## src/rtl/dh_sched_pkg.sv

```systemverilog
// dh_sched_pkg: shared state type and datapath widths for the DH exponentiation scheduler.
// No ports; imported by dh_exp_scheduler and rr_arbiter2.
package dh_sched_pkg;
   localparam int N_REQ  = 2;
   localparam int BASE_W = 64;
   localparam int EXP_W  = 32;
   localparam int RES_W  = 64;
   typedef enum logic [1:0] {IDLE, BUSY, RESP, DRAIN} state_t;
endpackage

```

## src/rtl/rr_arbiter2.sv

```systemverilog
// rr_arbiter2: two-way round-robin grant, combinational (the parent registers the result).
// Ports: i_req (request per requester), i_last_gnt (index granted last), o_gnt (one-hot grant).
import dh_sched_pkg::*;
module rr_arbiter2 (
   input  logic [N_REQ-1:0] i_req,
   input  logic             i_last_gnt,
   output logic [N_REQ-1:0] o_gnt
);
   // under contention the requester that was not served last wins
   assign o_gnt[0] = i_req[0] & (~i_req[1] | i_last_gnt);
   assign o_gnt[1] = i_req[1] & (~i_req[0] | ~i_last_gnt);
endmodule

```

## src/rtl/dh_exp_scheduler.sv

```systemverilog
// dh_exp_scheduler: shares one modexp engine between two requesters with round-robin grant and timeout.
// Ports: clk/rst (sync, active-low); req_valid/req_base/req_exp in, req_ready out (grant pulse);
// rsp_valid/rsp_result/rsp_err out (response pulse); eng_start/eng_base/eng_exponent out and
// eng_result/eng_done in (level-held engine handshake). All outputs are registered.
import dh_sched_pkg::*;
module dh_exp_scheduler #(
   parameter int TIMEOUT_CYCLES = 4096,
   parameter int CNT_W          = 13
) (
   input  logic                    clk,
   input  logic                    rst,
   input  logic [N_REQ-1:0]        req_valid,
   input  logic [N_REQ*BASE_W-1:0] req_base,
   input  logic [N_REQ*EXP_W-1:0]  req_exp,
   output logic [N_REQ-1:0]        req_ready,
   output logic [N_REQ-1:0]        rsp_valid,
   output logic [RES_W-1:0]        rsp_result,
   output logic                    rsp_err,
   output logic                    eng_start,
   output logic [BASE_W-1:0]       eng_base,
   output logic [EXP_W-1:0]        eng_exponent,
   input  logic [RES_W-1:0]        eng_result,
   input  logic                    eng_done
);
   state_t             r_state;
   state_t             w_next;
   logic               r_gnt_id;
   logic               r_last_gnt;
   logic [CNT_W-1:0]   r_cnt;
   logic [RES_W-1:0]   r_res;
   logic               r_err;
   logic [N_REQ-1:0]   w_gnt;
   logic               w_timeout;
   logic [N_REQ-1:0]   w_req_ready;
   logic [N_REQ-1:0]   w_rsp_valid;
   logic               w_eng_start;

   rr_arbiter2 u_arb (
      .i_req      (req_valid),
      .i_last_gnt (r_last_gnt),
      .o_gnt      (w_gnt)
   );

   assign w_timeout = (r_cnt == CNT_W'(TIMEOUT_CYCLES - 1));

   always_ff @(posedge clk) begin
      if (!rst) r_state <= IDLE;
      else      r_state <= w_next;
   end

   always_comb begin
      w_next = r_state;
      case (r_state)
         IDLE:    w_next = (|req_valid) ? BUSY : IDLE;
         BUSY:    w_next = (eng_done || w_timeout) ? RESP : BUSY;
         RESP:    w_next = DRAIN;
         DRAIN:   w_next = eng_done ? DRAIN : IDLE;
         default: w_next = IDLE;
      endcase
   end

   // next values of the registered outputs; start is only raised for cycles that stay in BUSY,
   // so it is already low while the FSM sits in RESP
   always_comb begin
      w_req_ready = (r_state == IDLE) ? w_gnt : '0;
      w_eng_start = (r_state == BUSY) && (w_next == BUSY);
      w_rsp_valid = (r_state == RESP) ? (r_gnt_id ? 2'b10 : 2'b01) : '0;
   end

   always_ff @(posedge clk) begin
      if (!rst) begin
         req_ready    <= '0;
         rsp_valid    <= '0;
         rsp_result   <= '0;
         rsp_err      <= 1'b0;
         eng_start    <= 1'b0;
         eng_base     <= '0;
         eng_exponent <= '0;
         r_cnt        <= '0;
         r_last_gnt   <= 1'b1;
         r_gnt_id     <= 1'b0;
         r_res        <= '0;
         r_err        <= 1'b0;
      end else begin
         req_ready <= w_req_ready;
         rsp_valid <= w_rsp_valid;
         eng_start <= w_eng_start;
         if (r_state == IDLE && |req_valid) begin
            r_gnt_id     <= w_gnt[1];
            eng_base     <= w_gnt[1] ? req_base[2*BASE_W-1:BASE_W] : req_base[BASE_W-1:0];
            eng_exponent <= w_gnt[1] ? req_exp[2*EXP_W-1:EXP_W] : req_exp[EXP_W-1:0];
            r_cnt        <= '0;
         end
         if (r_state == BUSY) begin
            r_cnt <= r_cnt + CNT_W'(1);
            // done wins over a timeout reached on the same cycle
            if (w_next == RESP) begin
               r_res <= eng_done ? eng_result : '0;
               r_err <= ~eng_done;
            end
         end
         if (r_state == RESP) begin
            rsp_result <= r_res;
            rsp_err    <= r_err;
            r_last_gnt <= r_gnt_id;
         end
      end
   end
endmodule

```

## config.mk

```make
export PLATFORM = sky130hd
export DESIGN_NAME = dh_exp_scheduler
export DESIGN_NICKNAME = d
export VERILOG_FILES = /design/src/rtl/dh_sched_pkg.sv /design/src/rtl/rr_arbiter2.sv /design/src/rtl/dh_exp_scheduler.sv
export SDC_FILE = /design/constraint.sdc
export NUM_CORES = 1
export LEC_CHECK = 0
export CAP_MARGIN = 20
export CORE_MARGIN = 10
export CORE_UTILIZATION = 30
export DETAILED_ROUTE_END_ITERATION = 10
export PLACE_DENSITY_LB_ADDON = 0.2
export SLEW_MARGIN = 20
export SYNTH_ARGS = -nofsm -noshare
export SYNTH_HDL_FRONTEND = slang
export SYNTH_SLANG_ARGS = --single-unit
```

## constraint.sdc

```tcl
create_clock -name clk -period 1.5 [get_ports clk]
set_input_delay 0.3 -clock clk [delete_from_list [all_inputs] [get_ports clk]]
set_output_delay 0.3 -clock clk [all_outputs]
set_load 0.02 [all_outputs]
```

-- After elaboration in Yosys (flattened, before gate mapping)
Cells that the tools add are included.
- add/subtract/negate cells: 1
- eq/ne operators: 6
- muxes and demuxes: 10
- bitwise operators: 8
- reductions and logical operators: 9
- operators with widths (cell ; count):
    2-to-1 mux 64 bit ; 2
    2-to-1 mux 32 bit ; 1
    2-to-1 mux 13 bit ; 2
    adder 13 x 1 -> 13 bit (second input constant) ; 1
    == test 13 x 12 -> 1 bit (second input constant) ; 1
    one-hot mux 2 bit (4 select lines) ; 1
    == test 2 bit (second input constant) ; 3
    2-to-1 mux 2 bit ; 3
    AND reduction 2 bit ; 3
    == test 2 x 1 -> 1 bit (second input constant) ; 2
    inverter 1 bit ; 4
    AND 1 bit ; 2
    logical AND 1 bit ; 2
    logical NOT 2 bit ; 1
    OR 1 bit ; 2
    nonzero test 2 bit ; 1
    OR reduction 2 bit ; 1
    logical OR 1 bit ; 1
    2-to-1 mux 1 bit ; 1
- flip-flop bits (word level): 248
- output and inout port bits: 166

-- Logic depth before layout (Yosys ltp)
- word-level depth: 6
- depth in mapped cells: 7
- gate-level depth less buffers: 5

-- By module
From an unflattened synthesis, not the netlist that was laid out.
- cell total of the unflattened synthesis: 981
- area total of the unflattened synthesis: 9695.5 um^2
- by module, submodules not included (module ; times used ; cells an instance ; area each (um^2) ; sequential area each (um^2)):
    dh_exp_scheduler ; 1 ; 978 ; 9676.8 ; 4964.8
    rr_arbiter2 ; 1 ; 3 ; 18.8 ; 0.0

-- Worst setup path after synthesis
No wires, ideal clock.
- kind: flip-flop to flip-flop
- from: register r_cnt[0]
- to: register r_res[10]
- setup time: 0.122 ns
- arrival: 1.539 ns
- required time: 1.378 ns
- path slack: -0.161 ns
- cell stages (with the launch flop): 7
- buffers on the path: 1
- cell sequence: dfxtp_1 > ha_1 > nand3b_1 > nor4_4 > nor2_4 > buf_6 > a221o_1
- word-level cells in the longest chain between the ends: 6
- ends and longest elaborated chain (element ; line ; source):
    from (decl) ; dh_exp_scheduler.sv:29 ; logic [CNT_W-1:0] r_cnt;
    from (signal assigned) ; dh_exp_scheduler.sv:95 ; r_cnt <= r_cnt + CNT_W'(1);
    == test 13 x 12 -> 1 bit ; dh_exp_scheduler.sv:44 ; assign w_timeout = (r_cnt == CNT_W'(TIMEOUT_CYCLES - 1));
    logical OR 1 bit ; dh_exp_scheduler.sv:55 ; BUSY: w_next = (eng_done || w_timeout) ? RESP : BUSY;
    2-to-1 mux 2 bit ; dh_exp_scheduler.sv:55 ;
    one-hot mux 2 bit (4 select lines) ; dh_exp_scheduler.sv:53 ; case (r_state)
    == test 2 bit ; dh_exp_scheduler.sv:97 ; if (w_next == RESP) begin
    AND reduction 2 bit (no source line) ; -- ;
    to (signal assigned) ; dh_exp_scheduler.sv:98 ; r_res <= eng_done ? eng_result : '0;
    to (decl) ; dh_exp_scheduler.sv:30 ; logic [RES_W-1:0] r_res;
No other way between the ends.
A chain may end at the register's enable or synchronous reset.

-- Final worst setup path
- from: register r_cnt[8]
- to: register r_res[49]
The elaborated chain is that of the path after synthesis.

==> results by group <==
Timing
  • Slew HR: 72.49%
  • Tcrit/Tclk final: 111.3%
  • Post-Route Setup TNS: -8.148 ns
  • Final setup vio count: 72
  • Final Max Slew Viols: 0
  • Final Worst Setup Slack: -0.1702 ns
  • RSZ-0062 raised after global routing: true
  • Slew at the pin closest to its max-slew limit: 0.4116 ns
  • Worst Skew: 0.01593 ns
  • Min Tclk post-route: 1.670 ns
  • Max Clk Rate: 598.7 MHz
  • Final Hold Vio Count: 0

Critical path
  • FF-to-FF Start: r_cnt[8]
  • Crit path cell chain: nand4_1, nor4_4, buf_4, nor2_4, buf_12, a221o_1
  • Reg-to-Reg End: r_res[49]
  • Critical Path Start: r_cnt[8]
  • Crit Path Category: reg -> reg
  • Critical path's slowest cell: dfxtp_2
  • CP max stage delay: 0.33 ns
  • Crit path depth: 6
  • CP bufs+invs: 2
  • Crit end category: flop
  • R2R Setup Slk: -0.17 ns
  • WP data required: 1.92 ns
  • Worst setup SP type: flop
  • Critical path fanouts, max: 22
  • R2R cell count: 6
  • End of the critical path: r_res[49]
  • Worst Path Arrival: 2.10 ns
  • Delay-heaviest family, CP: simple AND/OR/NAND/NOR gates

Synth
  • Mapped Avg Cell Area: 10.40 µm²
  • Post-synth EDFFs: 0
  • Mapped Area: 9518 µm²
  • Synth async-reset ratio: 0%
  • Syn Nets: 1177
  • Synth warnings: 0
  • Seq/Total Area, Yosys: 52.16%
  • Synth Register Bits: 248
  • Netlist cell types: 44
  • Synth Flop Type: dfxtp_1
  • Cell count after synthesis: 915

Routing
  • Detailed Route WL: 40510 µm
  • Drt pass-1 iters: 7
  • ANT nets after route: 0
  • Initial DRC count: 377
  • # DRC: 0
  • Vias per std cell: 5.062
  • Via count: 9137
  • Detailed-route wire length per cell: 22.44 µm

Global routing
  • First-pass GRT wire length: 57640 µm
  • Total GRT Usage: 18.91%
  • Total gr overflow: 0
  • Vias in the first global route: 9203
  • Largest net degree at the start of global routing: 82
  • Initial antenna violation count: 11

Final layout
  • Commonest non-fill, non-tap cells in the layout: clkdlybuf4s50_1 (259), dfxtp_1 (237), a21oi_1 (99)
  • Nets: 1637
  • Number of fill cells in the layout: 2894
  • Share of post-route cells with drive strength above 1: 23.89%
  • Final core occ: 49.90%
  • Area Overhead vs Synth: 64.57%
  • Most common cell after layout, fill and taps aside: clkdlybuf4s50_1

Placed design
  • Pre-CTS setup slack: -0.4758 ns
  • Post-DP HPWL: 28910 µm
  • Port Buffer Count: 426
  • Placer Congestion: 0.8197

Job
  • Max Cap Violations: 0

Clock network
  • CTS Buf Count: 28
  • TritonCTS Sinks: 248
  • Worst-skew pair later-pin latency: 0.54 ns
  • CTS tree: built
  • CTS Root Cell: clkbuf_16
  • Clock transition at the registers of the reported paths: 0.06 ns
  • CTS Buffer Depth: 3
  • H-tree levels: 1

Die
  • Initial Utilization: 30.32%
  • DIE HEIGHT: 198.1 µm
  • Std cell rows: 65
  • Core area: 31390 µm²
  • Die width: 198.1 µm
  • Ports: 427
  • Die Footprint: 39250 µm²

Pwr
  • Logic pwr share: 21.9%
  • Clock share of power: 37.0%
  • Psw: 5140 µW
  • Internal power: 13180 µW
  • Pwr/cell area: 1169 nW/µm²
  • Flop pwr share: 41.1%
  • VDD IR max: 0.7843 mV
  • Final Power: 18320 µW
  • Sw frac: 28.06%
  • P_leak: 0.006549 µW

Outcome
  • Violated checks: setup timing
  • Status: complete, but fails checks

Worst hold path
  • Hold_sp: rst
  • Hold/Removal Path Class: in -> reg
power by group through the flow:
stage | Clock [µW] | Combinational (µW) | Sequential, µW
finish | 6780 | 4020 | 7520
floorplan | 0 | 1260 | 8060
global route | 7210 | 4290 | 7590
CTS | 6970 | 3880 | 7510
global placement | 0 | 3920 | 7630
detailed placement | 0 | 3930 | 7630
cell usage after synthesis, types with 2 or more instances:
cell type	instances	area share (%)
buf_1	13	0.51
and2_1	4	0.26
buf_2	9	0.47
nor2_1	7	0.28
nand4b_1	2	0.18
nand3b_1	2	0.16
or3_1	2	0.13
nand2b_1	3	0.20
o211ai_1	4	0.32
nor2b_1	6	0.39
a21o_1	2	0.16
a22o_1	65	6.0
inv_1	4	0.16
nand4_1	4	0.26
o21a_1	2	0.16
clkbuf_1	60	2.4
a21oi_1	102	5.4
a31oi_1	2	0.13
mux2i_1	97	10
buf_6	6	0.71
a221o_2	4	0.47
nand3_1	6	0.32
and3_1	68	4.5
nand2_1	11	0.43
a21boi_0	4	0.32
a221o_1	60	6.3
dfxtp_1	248	52
nor3_1	2	0.11
o21ai_0	101	5.3
cell families after synthesis:
| kind of cell | synth area share [%] |
|---|---|
| mux | 10.20 |
| flops | 52.16 |
| fa+ha+maj | 0.1314 |
| buf+inv | 4.220 |
| compound gates | 25.19 |
| simple gates | 8.098 |
state kept, by name (all words and copies together) (netlist names), 2 cells and up:
name and flops:
rsp_valid 2, rsp_result 64, r_cnt 13, eng_exponent 32
eng_base 64, r_res 64, r_state 2, req_ready 2
worst register-to-register path: cells and delay by family, from the launching register on:
family / cells / cell delay (ns)
AO/OA/AOI/OAI: 1 / 0.32
buffers and inverters: 2 / 0.38
flip-flops: 1 / 0.33
AND/OR/NAND/NOR: 3 / 0.53
how the worst min path moves through the flow:
stage,slack (ns),depth (start not counted),endpoint
after floorplan,0.42,1,rsp_valid[0]
after global placement,0.46,1,rsp_result[26]
after detailed placement,0.47,1,rsp_result[37]
after CTS,0.21,3,r_state[0]
after global routing,0.23,3,r_cnt[9]
final,0.23,4,r_err
per-layer routing:
| metal | share of wire [%] | GRT usage [%] | up-vias |
|---|---|---|---|
| li1 | - | - | 4404 |
| met1 | 39 | 21.11 | 4352 |
| met2 | 49 | 31.71 | 318 |
| met3 | 9.8 | 8.029 | 59 |
| met4 | 2.3 | 6.293 | 4 |
| met5 | 0.084 | 0 | - |
layout make-up:
class / count / area [µm²] / area share [%]
Sequential cell: 248 / 4989 / 31.85
Timing Repair Buffer: 515 / 4985 / 31.82
Multi-Input combinational cell: 578 / 4247 / 27.11
Clock buffer: 43 / 848.3 / 5.416
Tap cell: 402 / 503.0 / 3.211
Clock inverter: 6 / 55.05 / 0.3515
Antenna cell: 9 / 22.52 / 0.1438
Inverter: 4 / 15.01 / 0.09585
repair_timing:
action                                  CTS  global route
hold buffers                              0             0
endpoints found under the setup margin  327           214
resized for setup                       550           110
gates cloned                              4             7
pin swaps                                 6             5
buffers inserted                          4             7
per-stage QoR:
| stage | hold WS, ns | instance area, µm² | cells |
|---|---|---|---|
| floorplan | 0.4182 | 9542 | 915 |
| global placement | 0.4605 | 14640 | 1725 |
| detailed placement | 0.4662 | 14640 | 1725 |
| CTS | 0.2060 | 15700 | 1782 |
| global route | 0.2254 | 15660 | 1804 |
| finish | 0.2329 | 15660 | 1805 |
Note: power is estimated with default switching activity, not from simulation.
